==> config.mk <==
export PLATFORM = sky130hd
export DESIGN_NAME = dc_fifo
export DESIGN_NICKNAME = d
export VERILOG_FILES = /design/src/rtl/dc_fifo_pkg.sv /design/src/rtl/ptr_sync.sv /design/src/rtl/dc_fifo.sv
export SDC_FILE = /design/constraint.sdc
export NUM_CORES = 1
export LEC_CHECK = 0
export ABC_AREA = 1
export ABC_CLOCK_PERIOD_IN_PS = 2700
export CAP_MARGIN = 10
export CORE_ASPECT_RATIO = 2
export CORE_UTILIZATION = 40
export CTS_BUF_LIST = sky130_fd_sc_hd__clkbuf_16
export DETAILED_ROUTE_END_ITERATION = 8
export SLEW_MARGIN = 40
export SYNTH_ARGS = -nofsm -noshare
export SYNTH_HDL_FRONTEND = slang
export SYNTH_HIERARCHICAL = 1
export SYNTH_SLANG_ARGS = --single-unit
==> constraint.sdc <==
create_clock -name clk -period 2.7 [get_ports clk]
set_clock_uncertainty 0.05 [all_clocks]
set_input_delay 0.27 -clock clk [delete_from_list [all_inputs] [get_ports clk]]
set_output_delay 0.27 -clock clk [all_outputs]
set_load 0.02 [all_outputs]
==> src/rtl/dc_fifo_pkg.sv <==
// Shared helpers for dc_fifo: binary/gray conversion used by the pointer synchronizers.
// Functions work on a 32-bit container; callers zero-extend in and truncate out.
package dc_fifo_pkg;

    localparam int GRAY_MAX_W = 32;

    function automatic logic [GRAY_MAX_W-1:0] bin2gray(input logic [GRAY_MAX_W-1:0] b);
        return b ^ (b >> 1);
    endfunction

    // Zero-extended upper bits leave the low bits of the result unaffected.
    function automatic logic [GRAY_MAX_W-1:0] gray2bin(input logic [GRAY_MAX_W-1:0] g);
        logic [GRAY_MAX_W-1:0] b;
        b[GRAY_MAX_W-1] = g[GRAY_MAX_W-1];
        for (int i = GRAY_MAX_W - 2; i >= 0; i--) begin
            b[i] = b[i+1] ^ g[i];
        end
        return b;
    endfunction

endpackage

==> src/rtl/ptr_sync.sv <==
// Pointer crossing: gray register fed with the next pointer value, two sync flops,
// then back to binary. Output equals the source pointer delayed by two cycles.
module ptr_sync
    import dc_fifo_pkg::*;
#(
    parameter int AW = 3
) (
    input  logic          clk,
    input  logic          rst,
    input  logic [AW-1:0] i_ptr_next,
    output logic [AW-1:0] o_ptr_sync
);

    logic [AW-1:0] r_gray;
    logic [AW-1:0] r_sync_p0;
    logic [AW-1:0] r_sync_p1;

    always_ff @(posedge clk) begin
        if (rst) begin
            r_gray    <= '0;
            r_sync_p0 <= '0;
            r_sync_p1 <= '0;
        end else begin
            r_gray    <= AW'(bin2gray(GRAY_MAX_W'(i_ptr_next)));
            r_sync_p0 <= r_gray;
            r_sync_p1 <= r_sync_p0;
        end
    end

    assign o_ptr_sync = AW'(gray2bin(GRAY_MAX_W'(r_sync_p1)));

endmodule

==> src/rtl/dc_fifo.sv <==
// Single-clock FIFO whose write-side and read-side status each see the opposite pointer
// only through a gray-coded two-flop synchronizer, matching a dual-clock FIFO's behaviour.
module dc_fifo
    import dc_fifo_pkg::*;
#(
    parameter int DW = 8,
    parameter int AW = 3
) (
    input  logic          clk,
    input  logic          rst,
    input  logic [DW-1:0] din,
    input  logic          write,
    input  logic          read,
    output logic [DW-1:0] dout,
    output logic [AW-1:0] w_wr_cnt,
    output logic [AW-1:0] w_rd_cnt,
    output logic [AW-1:0] w_data_cnt,
    output logic          w_full,
    output logic          w_empty,
    output logic [AW-1:0] r_wr_cnt,
    output logic [AW-1:0] r_rd_cnt,
    output logic [AW-1:0] r_data_cnt,
    output logic          r_full,
    output logic          r_empty
);

    localparam int            DEPTH    = 1 << AW;
    localparam logic [AW-1:0] CNT_FULL = AW'(DEPTH - 1);

    logic [DW-1:0] r_mem [DEPTH];
    logic [AW-1:0] r_wr_ptr;
    logic [AW-1:0] r_rd_ptr;
    logic [DW-1:0] r_dout;

    logic          w_wr_en;
    logic          w_rd_en;
    logic [AW-1:0] w_wr_next;
    logic [AW-1:0] w_rd_next;

    // Acceptance uses only the local side's pessimistic flag.
    assign w_wr_en   = write & ~w_full;
    assign w_rd_en   = read & ~r_empty;
    assign w_wr_next = w_wr_en ? r_wr_ptr + AW'(1) : r_wr_ptr;
    assign w_rd_next = w_rd_en ? r_rd_ptr + AW'(1) : r_rd_ptr;

    always_ff @(posedge clk) begin
        if (rst) begin
            r_wr_ptr <= '0;
            r_rd_ptr <= '0;
        end else begin
            r_wr_ptr <= w_wr_next;
            r_rd_ptr <= w_rd_next;
        end
    end

    always_ff @(posedge clk) begin
        if (w_wr_en) begin
            r_mem[r_wr_ptr] <= din;
        end
    end

    always_ff @(posedge clk) begin
        if (rst) begin
            r_dout <= '0;
        end else if (w_rd_en) begin
            r_dout <= r_mem[r_rd_ptr];
        end
    end

    ptr_sync #(.AW(AW)) u_wr_sync (
        .clk        (clk),
        .rst        (rst),
        .i_ptr_next (w_wr_next),
        .o_ptr_sync (r_wr_cnt)
    );

    ptr_sync #(.AW(AW)) u_rd_sync (
        .clk        (clk),
        .rst        (rst),
        .i_ptr_next (w_rd_next),
        .o_ptr_sync (w_rd_cnt)
    );

    assign dout       = r_dout;
    assign w_wr_cnt   = r_wr_ptr;
    assign r_rd_cnt   = r_rd_ptr;
    assign w_data_cnt = w_wr_cnt - w_rd_cnt;
    assign r_data_cnt = r_wr_cnt - r_rd_cnt;
    assign w_full     = (w_data_cnt == CNT_FULL);
    assign w_empty    = (w_data_cnt == '0);
    assign r_full     = (r_data_cnt == CNT_FULL);
    assign r_empty    = (r_data_cnt == '0);

endmodule

# --- Word level (Yosys, flattened, before mapping) ---
# Memory sizes are Yosys's and may differ from the RTL's. A register that Yosys moved wholly into a read port is not among the register bits.
# Cells that the tools add are included.
word_totals:
  n_memories: 1
  ram_bits: 64
  inputBits: 12
  output_inout_bits: 30
  wordCells: 31
  reg_bits: 24
memory_table:
  columns: ["name", "depth", "width", "rd", "rd_ports_with_merged_regs", "wr", "line", "text"]
  rows:
  - ["r_mem", 8, 8, 1, 1, 1, "dc_fifo.sv:30", "logic [DW-1:0] r_mem [DEPTH];"]
classes:
  addsub: 4
  n_bitwise: 10
  n_eq_ne: 2
  mux: 4
  reduce_logical: 2
ops:
  columns: ["operator", "count"]
  rows:
  - ["3-bit by 1-bit adder with 3-bit output (second input constant)", 2]
  - ["3-bit equality test (second input constant)", 2]
  - ["3-bit zero test", 2]
  - ["3-bit two-way mux", 2]
  - ["3-bit subtractor", 2]
  - ["3-bit by 2-bit bitwise XOR with 3-bit output", 2]
  - ["1-bit bitwise XOR", 4]
  - ["1-bit AND", 2]
  - ["1-bit two-way mux", 2]
  - ["1-bit NOT", 2]

# --- Longest topological paths before layout ---
logic_depth:
  ltp_word: 8
  depth_mapped: 17
  mapped_depth_nobuf: 17

# --- Hierarchy ---
# The synthesis kept the hierarchy.
modules_own_cells:
  columns: ["module", "seq_area_each_um2", "n_inst", "cells_each", "area_each_um2"]
  rows:
  - ["dc_fifo", 2202.1, 1, 346, 3433.3]
  - ["ptr_sync", 180.2, 2, 42, 335.3]

# --- Least setup slack after synthesis ---
# Ideal clock, no wire load.
synth_path:
  path_type: "register to register"
  startpoint: "register u_rd_sync.r_sync_p1[2]"
  endpoint: "memory r_mem[0][0], enable pin"
  required_ns: 2.280
  stages_incl_launch_ff: 14
  arrival_ns: 2.173
  n_path_buf: 0
  setup_ns: 0.370
  period_less_slack_ns: 2.593
  slack_ns: 0.107
  cell_sequence: "dfxtp_1 -> inv_1 -> nand2_1 -> nand3_1 -> nand2_1 -> ha_1 -> fa_1 -> inv_1 -> nand2_1 -> nand2_1 -> nand2_1 -> nand3_2 -> nand3_1 -> nor2_1"
synth_via:
  elab_chain_len: 8
synth_rtl:
  columns: ["item", "line", "text"]
  rows:
  - ["start, declared", "ptr_sync.sv:16", "logic [AW-1:0] r_sync_p1;"]
  - ["start signal, assigned", "ptr_sync.sv:26", "r_sync_p1 <= r_sync_p0;"]
  - ["1-bit bitwise XOR (2 in a row)", "dc_fifo_pkg.sv:16", "b[i] = b[i+1] ^ g[i];"]
  - ["named net w_rd_cnt[0]", "dc_fifo.sv:16", "output logic [AW-1:0] w_rd_cnt,"]
  - ["3-bit subtractor", "dc_fifo.sv:87", "assign w_data_cnt = w_wr_cnt - w_rd_cnt;"]
  - ["3-bit equality test", "dc_fifo.sv:89", "assign w_full = (w_data_cnt == CNT_FULL);"]
  - ["1-bit NOT", "dc_fifo.sv:41", "assign w_wr_en = write & ~w_full;"]
  - ["1-bit AND", "dc_fifo.sv:41", null]
  - ["1-bit two-way mux", "dc_fifo.sv:57", "if (w_wr_en) begin"]
  - ["1-bit two-way mux (implied by the code)", "dc_fifo.sv:58", "r_mem[r_wr_ptr] <= din;"]
  - ["end, declared", "dc_fifo.sv:30", null]
# The timed path passes the listed nets, and every way through them passes these cells.

# --- Worst setup path after layout ---
layout_path:
  startpoint: "register u_wr_sync.r_sync_p1[2]"
  endpoint: "output port r_data_cnt[2]"
layout_via:
  elab_chain_len: 3
layout_rtl:
  columns: ["item", "line", "text"]
  rows:
  - ["start, declared", "ptr_sync.sv:16", null]
  - ["start signal, assigned", "ptr_sync.sv:26", null]
  - ["1-bit bitwise XOR (2 in a row)", "dc_fifo_pkg.sv:16", null]
  - ["3-bit subtractor (*)", "dc_fifo.sv:88", "assign r_data_cnt = r_wr_cnt - r_rd_cnt;"]
  - ["end, declared", "dc_fifo.sv:22", "output logic [AW-1:0] r_data_cnt,"]
# Every way passes the cells marked *; elsewhere a longest branch is shown, timed or not.

==> out/results.ini <==
[min_path]
min_path_type = reg -> reg
holdPathStages = 2

[timing]
finalMaxSlewViolations = 0
slew_headroom_pct = 61.9
rsz0062_at_grt = false
worst_hold_slack_ns = 0.350
setup_violations = 0
tightest_slew_ns = 0.570
fin_crit_sh_pct = 94.4
fin_tns_setup_ns = 0
hold_viol = 0
max_freq_ghz = 0.392
period_needed_ns = 2.55

[place]
port_buffers = 41
placement.cell_area_sq_um = 4730
dp_hpwl_microns = 5810
place_congestion = 0.744

[floorplanning]
num_io_pins = 42
die_h_microns = 145
coreArea_sq_um = 10000
rows = 52
start_util_pct = 41.0
dieArea_sq_um = 10700
die_width_microns = 73.6

[cells_and_area]
fin_nets = 505
finalInstanceArea_sq_um = 5040
n_antenna_cell = 0
fillers = 975
synthToLayoutAreaGrowth_pct = 22.9
drive_gt1_share_pct = 13.0

[critical_path]
r2r_start = u_wr_sync/r_sync_p1[2]$_SDFF_PP0_
cpMaxStageDelayCell = dfxtp_4
path_max_fanout = 5
reg2reg_depth = 17
worstSetupPathType = reg -> out
required_ns = 2.38
endpoint = r_data_cnt[2]
cpPeakStageDelay_ns = 0.36
crit_arrival_ns = 2.23
cp-start-kind = register
worst_setup_path_end_kind = output pin
worstPathCellList = inv_1 > nand2_1 > nand3_1 > nand2_1 > inv_1 > ha_1 > fa_2 > nand3b_2 > nand2_1 > buf_4 > clkdlybuf4s15_2
r2r-end = u_rd_sync/r_gray[1]$_SDFF_PP0_
reg2reg_slack_ns = 0.24
cp-startpoint = u_wr_sync/r_sync_p1[2]$_SDFF_PP0_
timing.critical_path.mode_cell = nand2_1

[global_routing]
grtUsageTotal_pct = 18.0
grt_pass1_wl_microns = 14100
overflow = 0
antenna_found_initial = 0
grt_max_degree = 37
grt_pass1_vias = 3005

[detailed_routing]
drt-initial-drc-count = 117
drc = 0
drtPass1Iterations = 4
route.antenna.remaining_nets = 0
vias = 2917
viasPerCell = 4.65
wl_per_cell_microns = 13.5
wirelength_microns = 8480

[clock_network]
cts_max_level = 3
root_buffer = clkbuf_16
numCtsBuffers = 9
clkLatencyLatePin_ns = 0.34
cts.sinks = 96
cts_hold_buffers = 0
cts_setup_buffers = 0
cts_tree = yes
cts_buffer_depth = 2
clk_pin_slew_worst_paths_ns = 0.06

[yosys]
ys_seq_area_share_pct = 62.4
yosysWarningCount = 6
ys_ff_latch = 96
syn_area_per_cell_sq_um = 9.54
synth_area_sq_um = 4100
netlist_instances = 430
synth_nets = 448
yosysUniqueCellTypes = 22

[pwr]
p_int_mw = 3.07
power.leakage_nw = 2.15
power.density_nw_per_um2 = 901
p_seq_share_pct = 38.3
power_mw = 4.55
pwr-share-comb_pct = 33.0
switching_share_pct = 32.5
power.switching_mw = 1.48
ir_worst_vdd_mv = 0.435
clockPowerShare_pct = 28.7

[status]
status = completed

[flow_run]
cap_violations = 0

cell usage after synthesis:
master / count / area [sq um]
dfxtp_1: 32 / 641
buf_6: 4 / 45.0
nor2_1: 47 / 176
edfxtp_1: 64 / 1920
nand2_2: 3 / 18.8
ha_1: 4 / 50.1
fa_1: 2 / 40.0
inv_2: 4 / 15.0
nand2_4: 2 / 22.5
buf_4: 2 / 15.0
nand3_2: 1 / 10.0
nor3b_2: 4 / 50.1
nand3b_1: 1 / 7.51
buf_2: 10 / 50.1
nand3b_2: 1 / 11.3
nand3_4: 1 / 17.5
nor3_1: 1 / 5.00
nand3_1: 59 / 295
inv_1: 52 / 195
nand2_1: 133 / 499
a21oi_1: 1 / 5.00
nor2_2: 2 / 12.5
how the worst min path moves through the flow:
stage                                                 start                           endpoint
final                     u_wr_sync/r_sync_p0[1]$_SDFF_PP0_  u_wr_sync/r_sync_p1[1]$_SDFF_PP0_
after floorplan                                         rst             w_wr_cnt[0]$_SDFF_PP0_
after global placement    u_wr_sync/r_sync_p0[2]$_SDFF_PP0_  u_wr_sync/r_sync_p1[2]$_SDFF_PP0_
after CTS                 u_wr_sync/r_sync_p0[2]$_SDFF_PP0_  u_wr_sync/r_sync_p1[2]$_SDFF_PP0_
after global routing      u_wr_sync/r_sync_p0[1]$_SDFF_PP0_  u_wr_sync/r_sync_p1[1]$_SDFF_PP0_
after detailed placement  u_wr_sync/r_sync_p0[0]$_SDFF_PP0_  u_wr_sync/r_sync_p1[0]$_SDFF_PP0_
critical path, delay by kind of cell, from the launching register on:
kind	cells	cell delay, ns
adders and majority gates	2	0.55
and+or+nand+nor	5	0.54
buffers and inverters	4	0.43
DFF	1	0.36
placed cells by master, fill, tap and decap left out, types with 2 or more instances in the layout:
| cell | count |
|---|---|
| nand2_1 | 133 |
| edfxtp_1 | 64 |
| nand3_1 | 58 |
| inv_1 | 56 |
| nor2_1 | 47 |
| clkdlybuf4s50_1 | 33 |
| dfxtp_1 | 29 |
| buf_4 | 21 |
| clkbuf_16 | 9 |
| inv_2 | 4 |
| nor3b_2 | 4 |
| nand2_2 | 3 |
| ha_1 | 3 |
| buf_2 | 3 |
| nand2_4 | 2 |
| nand3_2 | 2 |
| nor2_2 | 2 |
| fa_2 | 2 |
| bufinv_16 | 2 |
| dfxtp_2 | 2 |
layer usage:
layer | part of all wire [%] | vias up | track usage, %
li1 | - | 1483 | -
met1 | 38 | 1374 | 18.2
met2 | 57 | 52 | 32.9
met3 | 2.8 | 8 | 4.51
met4 | 2.1 | 0 | 8.27
met5 | 0 | - | 0
per-stage QoR:
step / setup slack (ns) / std cells / util [%]
after floorplan: 0.107 / 430 / -
after detailed placement: 0.00245 / 611 / 47.2
after CTS: 0.0128 / 627 / 50.3
after global placement: 0.0983 / 611 / 47.2
after global routing: 0.00552 / 627 / 50.3
final: 0.150 / 627 / 50.3
kinds of logic (layout without fill, tap and decap cells):
kind of cell	after synthesis	after routing	synth area share (%)
compound gates	1	1	0.122
fa+ha+maj	6	6	2.20
buf+inv	72	134	7.80
flops	96	96	62.4
simple gates	255	255	27.4
layout make-up:
class                      instances  area (sq um)  area share [%]
sequential                        96          2570            50.9
multi-input combinational        262          1240            24.6
timing repair buffer              62           551            10.9
clock inverter                     7          82.6            1.64
clock buffer                       9           225            4.46
tap                              135           169            3.35
inverter                          56           210            4.17
registers in the layout, summed over array words and instances, names as in the netlist:
| register | count |
|---|---|
| u_rd_sync/r_gray | 3 |
| u_rd_sync/r_sync_p1 | 3 |
| r_rd_cnt | 3 |
| r_mem | 64 |
| dout | 8 |
| u_wr_sync/r_gray | 3 |
| u_rd_sync/r_sync_p0 | 3 |
| u_wr_sync/r_sync_p0 | 3 |
| u_wr_sync/r_sync_p1 | 3 |
| w_wr_cnt | 3 |
power by group through the flow:
stage	combinational [mW]	sequential (mW)	clock (mW)
floorplan	0.924	1.85	0
global placement	1.52	1.77	0
detailed placement	1.54	1.77	0
CTS	1.53	1.74	1.32
global route	1.70	1.75	1.38
finish	1.50	1.74	1.31
what timing repair did:
item                       in CTS  in global routing
cloned                          0                  0
resized for setup              18                 14
setup endpoints to repair       7                 57
Note: power is estimated with default switching activity, not from simulation.
